`src/rtl/shift_sequencer.sv`:
```
// Multi-cycle SLL/SRL/SRA engine for the execute stage. It shifts up to SHIFT_STEP
// bit positions per cycle and holds the pipeline through Stall_Req while it works.
//
// state   | meaning
// S_IDLE  | waiting for an accepted shift request
// S_SHIFT | shifting W by up to SHIFT_STEP per edge until C reaches 0
// S_DONE  | Result valid, Done high for this one cycle
module shift_sequencer #(
  parameter int DATA_WIDTH = 32,
  parameter int SHIFT_STEP = 1
) (
  input  logic                  CLK,
  input  logic                  RST,
  input  logic                  Start,
  input  logic [3:0]            ALU_Control,
  input  logic [DATA_WIDTH-1:0] SrcA,
  input  logic [DATA_WIDTH-1:0] SrcB,
  input  logic                  Flush,
  output logic                  Stall_Req,
  output logic                  Busy,
  output logic                  Done,
  output logic [DATA_WIDTH-1:0] Result
);

  localparam logic [3:0] ALU_SLL = 4'd7;
  localparam logic [3:0] ALU_SRL = 4'd8;
  localparam logic [3:0] ALU_SRA = 4'd9;
  localparam logic [4:0] STEP    = 5'(SHIFT_STEP);

  if (!(SHIFT_STEP == 1 || SHIFT_STEP == 2 || SHIFT_STEP == 4)) begin : g_bad_step
    $error("shift_sequencer: SHIFT_STEP must be 1, 2 or 4");
  end

  typedef enum logic [1:0] {S_IDLE, S_SHIFT, S_DONE} state_t;

  state_t                state;
  logic [DATA_WIDTH-1:0] work;
  logic [4:0]            cnt;
  logic [3:0]            op;
  logic [4:0]            step;
  logic [4:0]            cnt_nxt;
  logic [DATA_WIDTH-1:0] shifted;
  logic                  is_shift;
  logic                  accept;
  logic                  unused_srcb;

  assign unused_srcb = ^SrcB[DATA_WIDTH-1:5];

  assign is_shift  = (ALU_Control == ALU_SLL) || (ALU_Control == ALU_SRL) ||
                     (ALU_Control == ALU_SRA);
  assign accept    = Start && is_shift && !Flush && (state != S_SHIFT);
  assign Stall_Req = !Flush && (accept || (state == S_SHIFT));

  // Step is clamped to the remaining count so C never wraps.
  always_comb begin
    step    = (cnt < STEP) ? cnt : STEP;
    cnt_nxt = cnt - step;
    case (op)
      ALU_SLL: shifted = work << step;
      ALU_SRA: shifted = $unsigned($signed(work) >>> step);
      default: shifted = work >> step;
    endcase
  end

  always_ff @(posedge CLK) begin
    if (RST) begin
      state  <= S_IDLE;
      work   <= '0;
      cnt    <= '0;
      op     <= '0;
      Result <= '0;
      Done   <= 1'b0;
      Busy   <= 1'b0;
    end else begin
      Done <= 1'b0;
      if (Flush) begin
        state <= S_IDLE;
        Busy  <= 1'b0;
      end else begin
        case (state)
          S_IDLE, S_DONE: begin
            if (accept) begin
              work <= SrcA;
              cnt  <= SrcB[4:0];
              op   <= ALU_Control;
              Busy <= 1'b1;
              if (SrcB[4:0] == 5'd0) begin
                Result <= SrcA;
                Done   <= 1'b1;
                state  <= S_DONE;
              end else begin
                state <= S_SHIFT;
              end
            end else begin
              state <= S_IDLE;
              Busy  <= 1'b0;
            end
          end
          S_SHIFT: begin
            work <= shifted;
            cnt  <= cnt_nxt;
            if (cnt_nxt == 5'd0) begin
              Result <= shifted;
              Done   <= 1'b1;
              state  <= S_DONE;
            end
          end
          default: begin
            state <= S_IDLE;
            Busy  <= 1'b0;
          end
        endcase
      end
    end
  end

endmodule
```
`config.mk`:
```
export PLATFORM = sky130hd
export DESIGN_NAME = shift_sequencer
export DESIGN_NICKNAME = d
export VERILOG_FILES = /design/src/rtl/shift_sequencer.sv
export SDC_FILE = /design/constraint.sdc
export NUM_CORES = 1
export LEC_CHECK = 0
export CAP_MARGIN = 20
export CELL_PAD_IN_SITES_DETAIL_PLACEMENT = 1
export CELL_PAD_IN_SITES_GLOBAL_PLACEMENT = 2
export CORE_ASPECT_RATIO = 1.25
export CORE_MARGIN = 4
export CORE_UTILIZATION = 32
export CTS_BUF_LIST = sky130_fd_sc_hd__clkbuf_8
export DETAILED_ROUTE_END_ITERATION = 10
export GPL_ROUTABILITY_DRIVEN = 1
export PLACE_DENSITY = 0.85
export SKIP_CTS_REPAIR_TIMING = 1
export SKIP_LAST_GASP = 1
export SLEW_MARGIN = 40
export SYNTH_ARGS = -nofsm -noshare
export SYNTH_HDL_FRONTEND = slang
export SYNTH_SLANG_ARGS = --single-unit
```
`constraint.sdc`:
```
create_clock -name CLK -period 5.1 [get_ports CLK]
set_input_delay 0.765 -clock CLK [delete_from_list [all_inputs] [get_ports CLK]]
set_output_delay 0.765 -clock CLK [all_outputs]
set_load 0.02 [all_outputs]
```
==> flow_summary.json, run 1 <==
{
  "status": "complete, no violations",
  "path_max_fanout": 34,
  "die_w_um": 108,
  "drc": 0,
  "p_int_mw": 1.00,
  "antenna_found_initial": 0,
  "io_pins": 107,
  "finalSetupTns_ns": 0,
  "switchingPower_uw": 319,
  "drt_wl_total_mm": 11.1,
  "dp_hpwl_mm": 7.24,
  "grt_pass1_vias": 3831,
  "syn_nets": 535,
  "pwr-share-seq": 0.469,
  "detail-route-antenna-nets": 0,
  "fmax_mhz": 295,
  "ir_drop_mv": 0.142,
  "die_area_um2": 14400,
  "finalHoldViolCount": 0,
  "clock_latency_ns": 0.36,
  "finalClockSkew_ns": 0.00507,
  "fin_util": 0.417,
  "port-buffer-count": 79,
  "rsz0062_at_grt": "false",
  "clkSinkCount": 77,
  "max-slew-margin-rel": 0.482,
  "firstDrtPassIters": 4,
  "synth_edf_count": 0,
  "crit_path_cell_trace": "clkdlybuf4s50_1 > or3b_4 > a2111oi_4 > a22o_2 > buf_12 > nor2_1 > a211oi_2",
  "synth-seq-cells": 77,
  "ys_seq_area_frac": 0.384,
  "pwr-share-comb": 0.110,
  "period_share": 0.666,
  "synth_area_um2": 4020,
  "globalplace.congestion": 0.771,
  "path_clk_slew_ns": 0.08,
  "cap_violations": 0,
  "via_per_inst": 5.44,
  "fillCellCount": 1433,
  "post-route-min-period_ns": 3.40,
  "diodes": 0,
  "rr_startpoint": "cnt[1]",
  "grt_use_total": 0.159,
  "critical-path-max-stage-delay_ns": 0.73,
  "crit_start": "ALU_Control[2]",
  "synthArstFlopShare": 0,
  "fp.coreArea_um2": 12200,
  "grt_max_degree": 78,
  "htree_levels": 3,
  "overflow": 0,
  "met1Wirelength_mm": 5.00,
  "ys.flop_type": "dfxtp_1",
  "p_leak_nw": 1.71,
  "cts_root_buf": "clkbuf_8",
  "drive_gt1_frac": 0.123,
  "grt_pass1_wl_mm": 18.6,
  "rows": 45,
  "yosysWarnings": 0,
  "synth.avg_cell_area_um2": 8.71,
  "areaGrowthSynthToFinish_pct": 26.9,
  "wl_per_cell_um": 16.4,
  "drtIter0Drc": 142,
  "nets": 582,
  "synthCells": 461,
  "criticalPathCategory": "in -> reg",
  "endpoint_kind": "flip-flop",
  "ctsLongestPathBuffers": 2,
  "cts_made_buffers": 9,
  "cts_tree": "built",
  "ys_types": 42,
  "met2_wirelength_mm": 5.37,
  "start_util": 0.329,
  "max_slew.worst_pin.slew_ns": 0.776,
  "min-delay-start": "work[0]",
  "worst-endpoint-required_ns": 5.38,
  "routed.top_layer": "met4",
  "wl_met3_um": 422,
  "clkPwrFrac": 0.421,
  "setup_violations": 0,
  "power.density_nw_per_um2": 260,
  "die_y_um": 133,
  "start_kind": "input pin",
  "min_path_type": "reg -> reg",
  "cpMaxStageDelayCell": "a22o_2",
  "via_count": 3686,
  "worstPathArrival_ns": 3.67,
  "switching_share": 0.241,
  "drv_slew": 0
}
-- power by group through the flow --
stage | sequential (mW) | combinational (mW) | clock, mW
finish | 0.620 | 0.146 | 0.558
global route | 0.622 | 0.161 | 0.600
CTS | 0.620 | 0.148 | 0.574
detailed placement | 0.634 | 0.147 | 0
global placement | 0.634 | 0.143 | 0
floorplan | 0.634 | 0.0854 | 0
-- layout make-up --
type,instances,area (um^2),share of cell area
inverter,5,18.8,0.00368
multi-input combinational,331,2240,0.440
sequential,77,1540,0.303
clock inverter,3,65.1,0.0128
clock buffer,13,179,0.0351
timing repair buffer,84,842,0.165
tap,164,205,0.0403
-- placed cells by master, fill, tap and decap left out, drive strengths merged, types with 2 or more instances in the layout --
master,synthesis,final
a211oi,92,92
a21oi,39,39
a22o,2,2
buf,17,6
bufinv,0,2
clkbuf,31,13
clkdlybuf4s50,0,78
dfxtp,77,77
ha,2,2
inv,5,5
mux2i,34,34
nand2,13,13
nand2b,3,3
nand3,2,2
nand4b,2,2
nor2,76,76
nor2b,2,2
nor3,37,37
o211ai,2,2
o21a,2,2
o21ai,4,4
o221ai,2,2
or2,2,2
-- worst paths after layout --
kind,end,slack [ns],cells after the start
min,work[0],0.49,2
min reg2reg,work[0],0.49,2
max reg2reg,Result[6],1.96,10
max,Result[6],1.70,7
-- critical path: cells and delay by family --
kind / cells / cell delay, ns
AND/OR/NAND/NOR: 2 / 0.52
buffers and inverters: 2 / 0.78
AO/OA/AOI/OAI: 3 / 1.59
-- registers in the layout (all words and copies together), names as in the netlist --
signal  flops
op          4
Result     32
Busy        1
state       2
work       32
cnt         5
Done        1
-- synthesized netlist by cell type (all sizes together), types with 2 or more instances --
| cell type | number | share of area |
|---|---|---|
| a211oi | 92 | 0.21 |
| dfxtp | 77 | 0.38 |
| nor2 | 76 | 0.071 |
| a21oi | 39 | 0.050 |
| nor3 | 37 | 0.046 |
| mux2i | 34 | 0.085 |
| clkbuf | 31 | 0.029 |
| buf | 17 | 0.028 |
| nand2 | 13 | 0.012 |
| inv | 5 | 0.0047 |
| o21ai | 4 | 0.0050 |
| nand2b | 3 | 0.0047 |
| a22o | 2 | 0.0044 |
| ha | 2 | 0.0062 |
| nand3 | 2 | 0.0025 |
| nand4b | 2 | 0.0044 |
| nor2b | 2 | 0.0031 |
| o211ai | 2 | 0.0037 |
| o21a | 2 | 0.0037 |
| o221ai | 2 | 0.0059 |
| or2 | 2 | 0.0031 |
-- cells by family (layout without fill, tap and decap cells) --
group,Yosys count,after routing,synth area share
DFF,77,77,0.384
AOI/OAI and AO/OA,154,154,0.308
adders and majority gates,2,2,0.00623
and+or+nand+nor,141,141,0.156
muxes,34,34,0.0848
buffers and inverters,53,105,0.0620
-- metal layers --
| metal | GRT usage | up-vias |
|---|---|---|
| met1 | 0.198 | 1789 |
| met2 | 0.264 | 79 |
| li1 | - | 1798 |
| met3 | 0.0262 | 20 |
| met5 | 0 | - |
| met4 | 0.0751 | 0 |
-- per-stage QoR --
stage	instance area, um^2	instances	hold WS, ns	power (mW)	setup WS [ns]
final	5090	677	0.486	1.32	1.70
after global routing	5090	677	0.516	1.38	1.51
after CTS	5090	677	0.487	1.34	1.67
after detailed placement	4850	661	0.476	0.782	1.29
after global placement	4840	661	0.472	0.777	1.36
after floorplan	4020	461	0.449	0.719	2.58
(Power assumes the default switching activity.)
==> run 2, diff against run 1 <==
--- a/config.mk
+++ b/config.mk
@@ -10,11 +10,11 @@
 export CELL_PAD_IN_SITES_GLOBAL_PLACEMENT = 2
 export CORE_ASPECT_RATIO = 1.25
 export CORE_MARGIN = 4
-export CORE_UTILIZATION = 32
+export CORE_UTILIZATION = 26
 export CTS_BUF_LIST = sky130_fd_sc_hd__clkbuf_8
 export DETAILED_ROUTE_END_ITERATION = 10
 export GPL_ROUTABILITY_DRIVEN = 1
-export PLACE_DENSITY = 0.85
+export PLACE_DENSITY = 0.73
 export SKIP_CTS_REPAIR_TIMING = 1
 export SKIP_LAST_GASP = 1
 export SLEW_MARGIN = 40
==> constraint.sdc (replaced) <==
create_clock -name CLK -period 3 [get_ports CLK]
set_input_delay 0.45 -clock CLK [delete_from_list [all_inputs] [get_ports CLK]]
set_output_delay 0.45 -clock CLK [all_outputs]
set_load 0.02 [all_outputs]
==> flow_summary.json, run 2 (synthesis results as in run 1) <==
{
  "cts_made_buffers": 9,
  "cap_violations": 0,
  "worst-endpoint-required_ns": 2.55,
  "rows": 50,
  "path_clk_slew_ns": 0.07,
  "ir_drop_mv": 0.181,
  "finalClockSkew_ns": 0.00934,
  "rsz0062_at_grt": "false",
  "overflow": 0,
  "dp_hpwl_mm": 7.75,
  "via_count": 3688,
  "wl_per_cell_um": 16.2,
  "drive_gt1_frac": 0.131,
  "cts_tree": "built",
  "min_path_type": "reg -> reg",
  "endpoint_kind": "output port",
  "finalSetupTns_ns": 0,
  "ctsLongestPathBuffers": 2,
  "io_pins": 107,
  "detail-route-antenna-nets": 0,
  "port-buffer-count": 79,
  "status": "complete, no violations",
  "antenna_found_initial": 0,
  "via_per_inst": 5.07,
  "start_util": 0.266,
  "layout_common_cells": "clkdlybuf4s50_1, dfxtp_1, nor2_1",
  "fmax_mhz": 379,
  "grt_max_degree": 78,
  "areaGrowthSynthToFinish_pct": 30.1,
  "drc": 0,
  "criticalPathCategory": "in -> out",
  "die_w_um": 119,
  "finalHoldViolCount": 0,
  "cpMaxStageDelayCell": "clkdlybuf4s50_1",
  "grt_pass1_vias": 3861,
  "grt_use_total": 0.139,
  "cts_root_buf": "clkbuf_8",
  "p_leak_nw": 1.76,
  "drt_wl_total_mm": 11.8,
  "drtIter0Drc": 142,
  "power.density_nw_per_um2": 424,
  "htree_levels": 3,
  "drv_slew": 0,
  "critical-path-max-stage-delay_ns": 0.59,
  "crit_path_frequent_cell": "clkdlybuf4s50_1",
  "nets": 589,
  "crit_path_cell_trace": "clkdlybuf4s50_1 > or3b_4 > nand2_1 > a31o_2 > clkdlybuf4s50_1",
  "globalplace.congestion": 0.789,
  "clock_latency_ns": 0.35,
  "start_kind": "input pin",
  "clkSinkCount": 77,
  "period_share": 0.880,
  "whs_ns": 0.499,
  "worstPathArrival_ns": 2.19,
  "max-slew-margin-rel": 0.460,
  "setup_violations": 0,
  "firstDrtPassIters": 5,
  "die_area_um2": 17500,
  "diodes": 0,
  "post-route-min-period_ns": 2.64,
  "max_slew.worst_pin.slew_ns": 0.802,
  "largestRegisters": "Result x32, work x32, cnt x5",
  "path_max_fanout": 5,
  "fp.coreArea_um2": 15100,
  "die_y_um": 147,
  "grt_pass1_wl_mm": 20.1,
  "layout_commonest_cell": "clkdlybuf4s50_1"
}
==> run 2: layout make-up <==
type / count / area (um^2)
fillers: 1729 / 9850
multi-input cells: 331 / 2250
flip-flops and latches: 77 / 1540
repair buffers: 91 / 932
well taps: 208 / 260
clock buffers: 11 / 151
clock inverters: 5 / 73.8
inverters: 5 / 18.8
==> run 2: layer usage <==
layer,up-vias,track usage,share of wire
met5,-,0,0
met4,0,0.0516,0.017
met3,13,0.0258,0.029
met2,55,0.235,0.49
met1,1805,0.176,0.46
li1,1815,-,-
==> run 2: worst paths after layout <==
kind                   from        end  slack [ns]  cells past startpoint
max          ALU_Control[2]  Stall_Req        0.36                      5
min                 work[0]    work[0]        0.50                      2
max reg2reg          cnt[2]  Result[4]        0.44                     10
min reg2reg         work[0]    work[0]        0.50                      2
==> run 2: worst max-delay path: cells and delay by family <==
kind / cells / cell delay (ns)
AOI/OAI and AO/OA: 1 / 0.15
buffers and inverters: 2 / 1.07
and+or+nand+nor: 2 / 0.51
==> run 2: metrics by stage <==
step / total power [mW] / instances / util / cell area [um^2] / setup slack (ns)
2_1_floorplan: 1.22 / 461 / - / 4020 / 0.648
3_3_place_gp: 1.33 / 712 / 0.331 / 4990 / 0.265
3_5_place_dp: 1.34 / 712 / 0.331 / 4990 / 0.217
4_1_cts: 2.27 / 728 / 0.346 / 5220 / 0.195
5_1_grt: 2.33 / 728 / 0.346 / 5220 / 0.119
6_report: 2.22 / 728 / 0.346 / 5220 / 0.361
==> run 2: power breakdown <==
part	total (mW)	switching [mW]	internal, mW	leakage (nW)
registers	1.05	0.0162	1.04	0.622
logic	0.255	0.138	0.117	1.01
clock network	0.908	0.399	0.509	0.121
total	2.22	0.554	1.66	1.76
==> run 3, diff against run 2 <==
--- a/config.mk
+++ b/config.mk
@@ -12,6 +12,7 @@
 export CORE_MARGIN = 4
 export CORE_UTILIZATION = 26
 export CTS_BUF_LIST = sky130_fd_sc_hd__clkbuf_8
+export CTS_CLUSTER_SIZE = 10
 export DETAILED_ROUTE_END_ITERATION = 10
 export GPL_ROUTABILITY_DRIVEN = 1
 export PLACE_DENSITY = 0.73
==> results of run 3 <==
Final layout, timing and power as in run 2 (identical DEF).
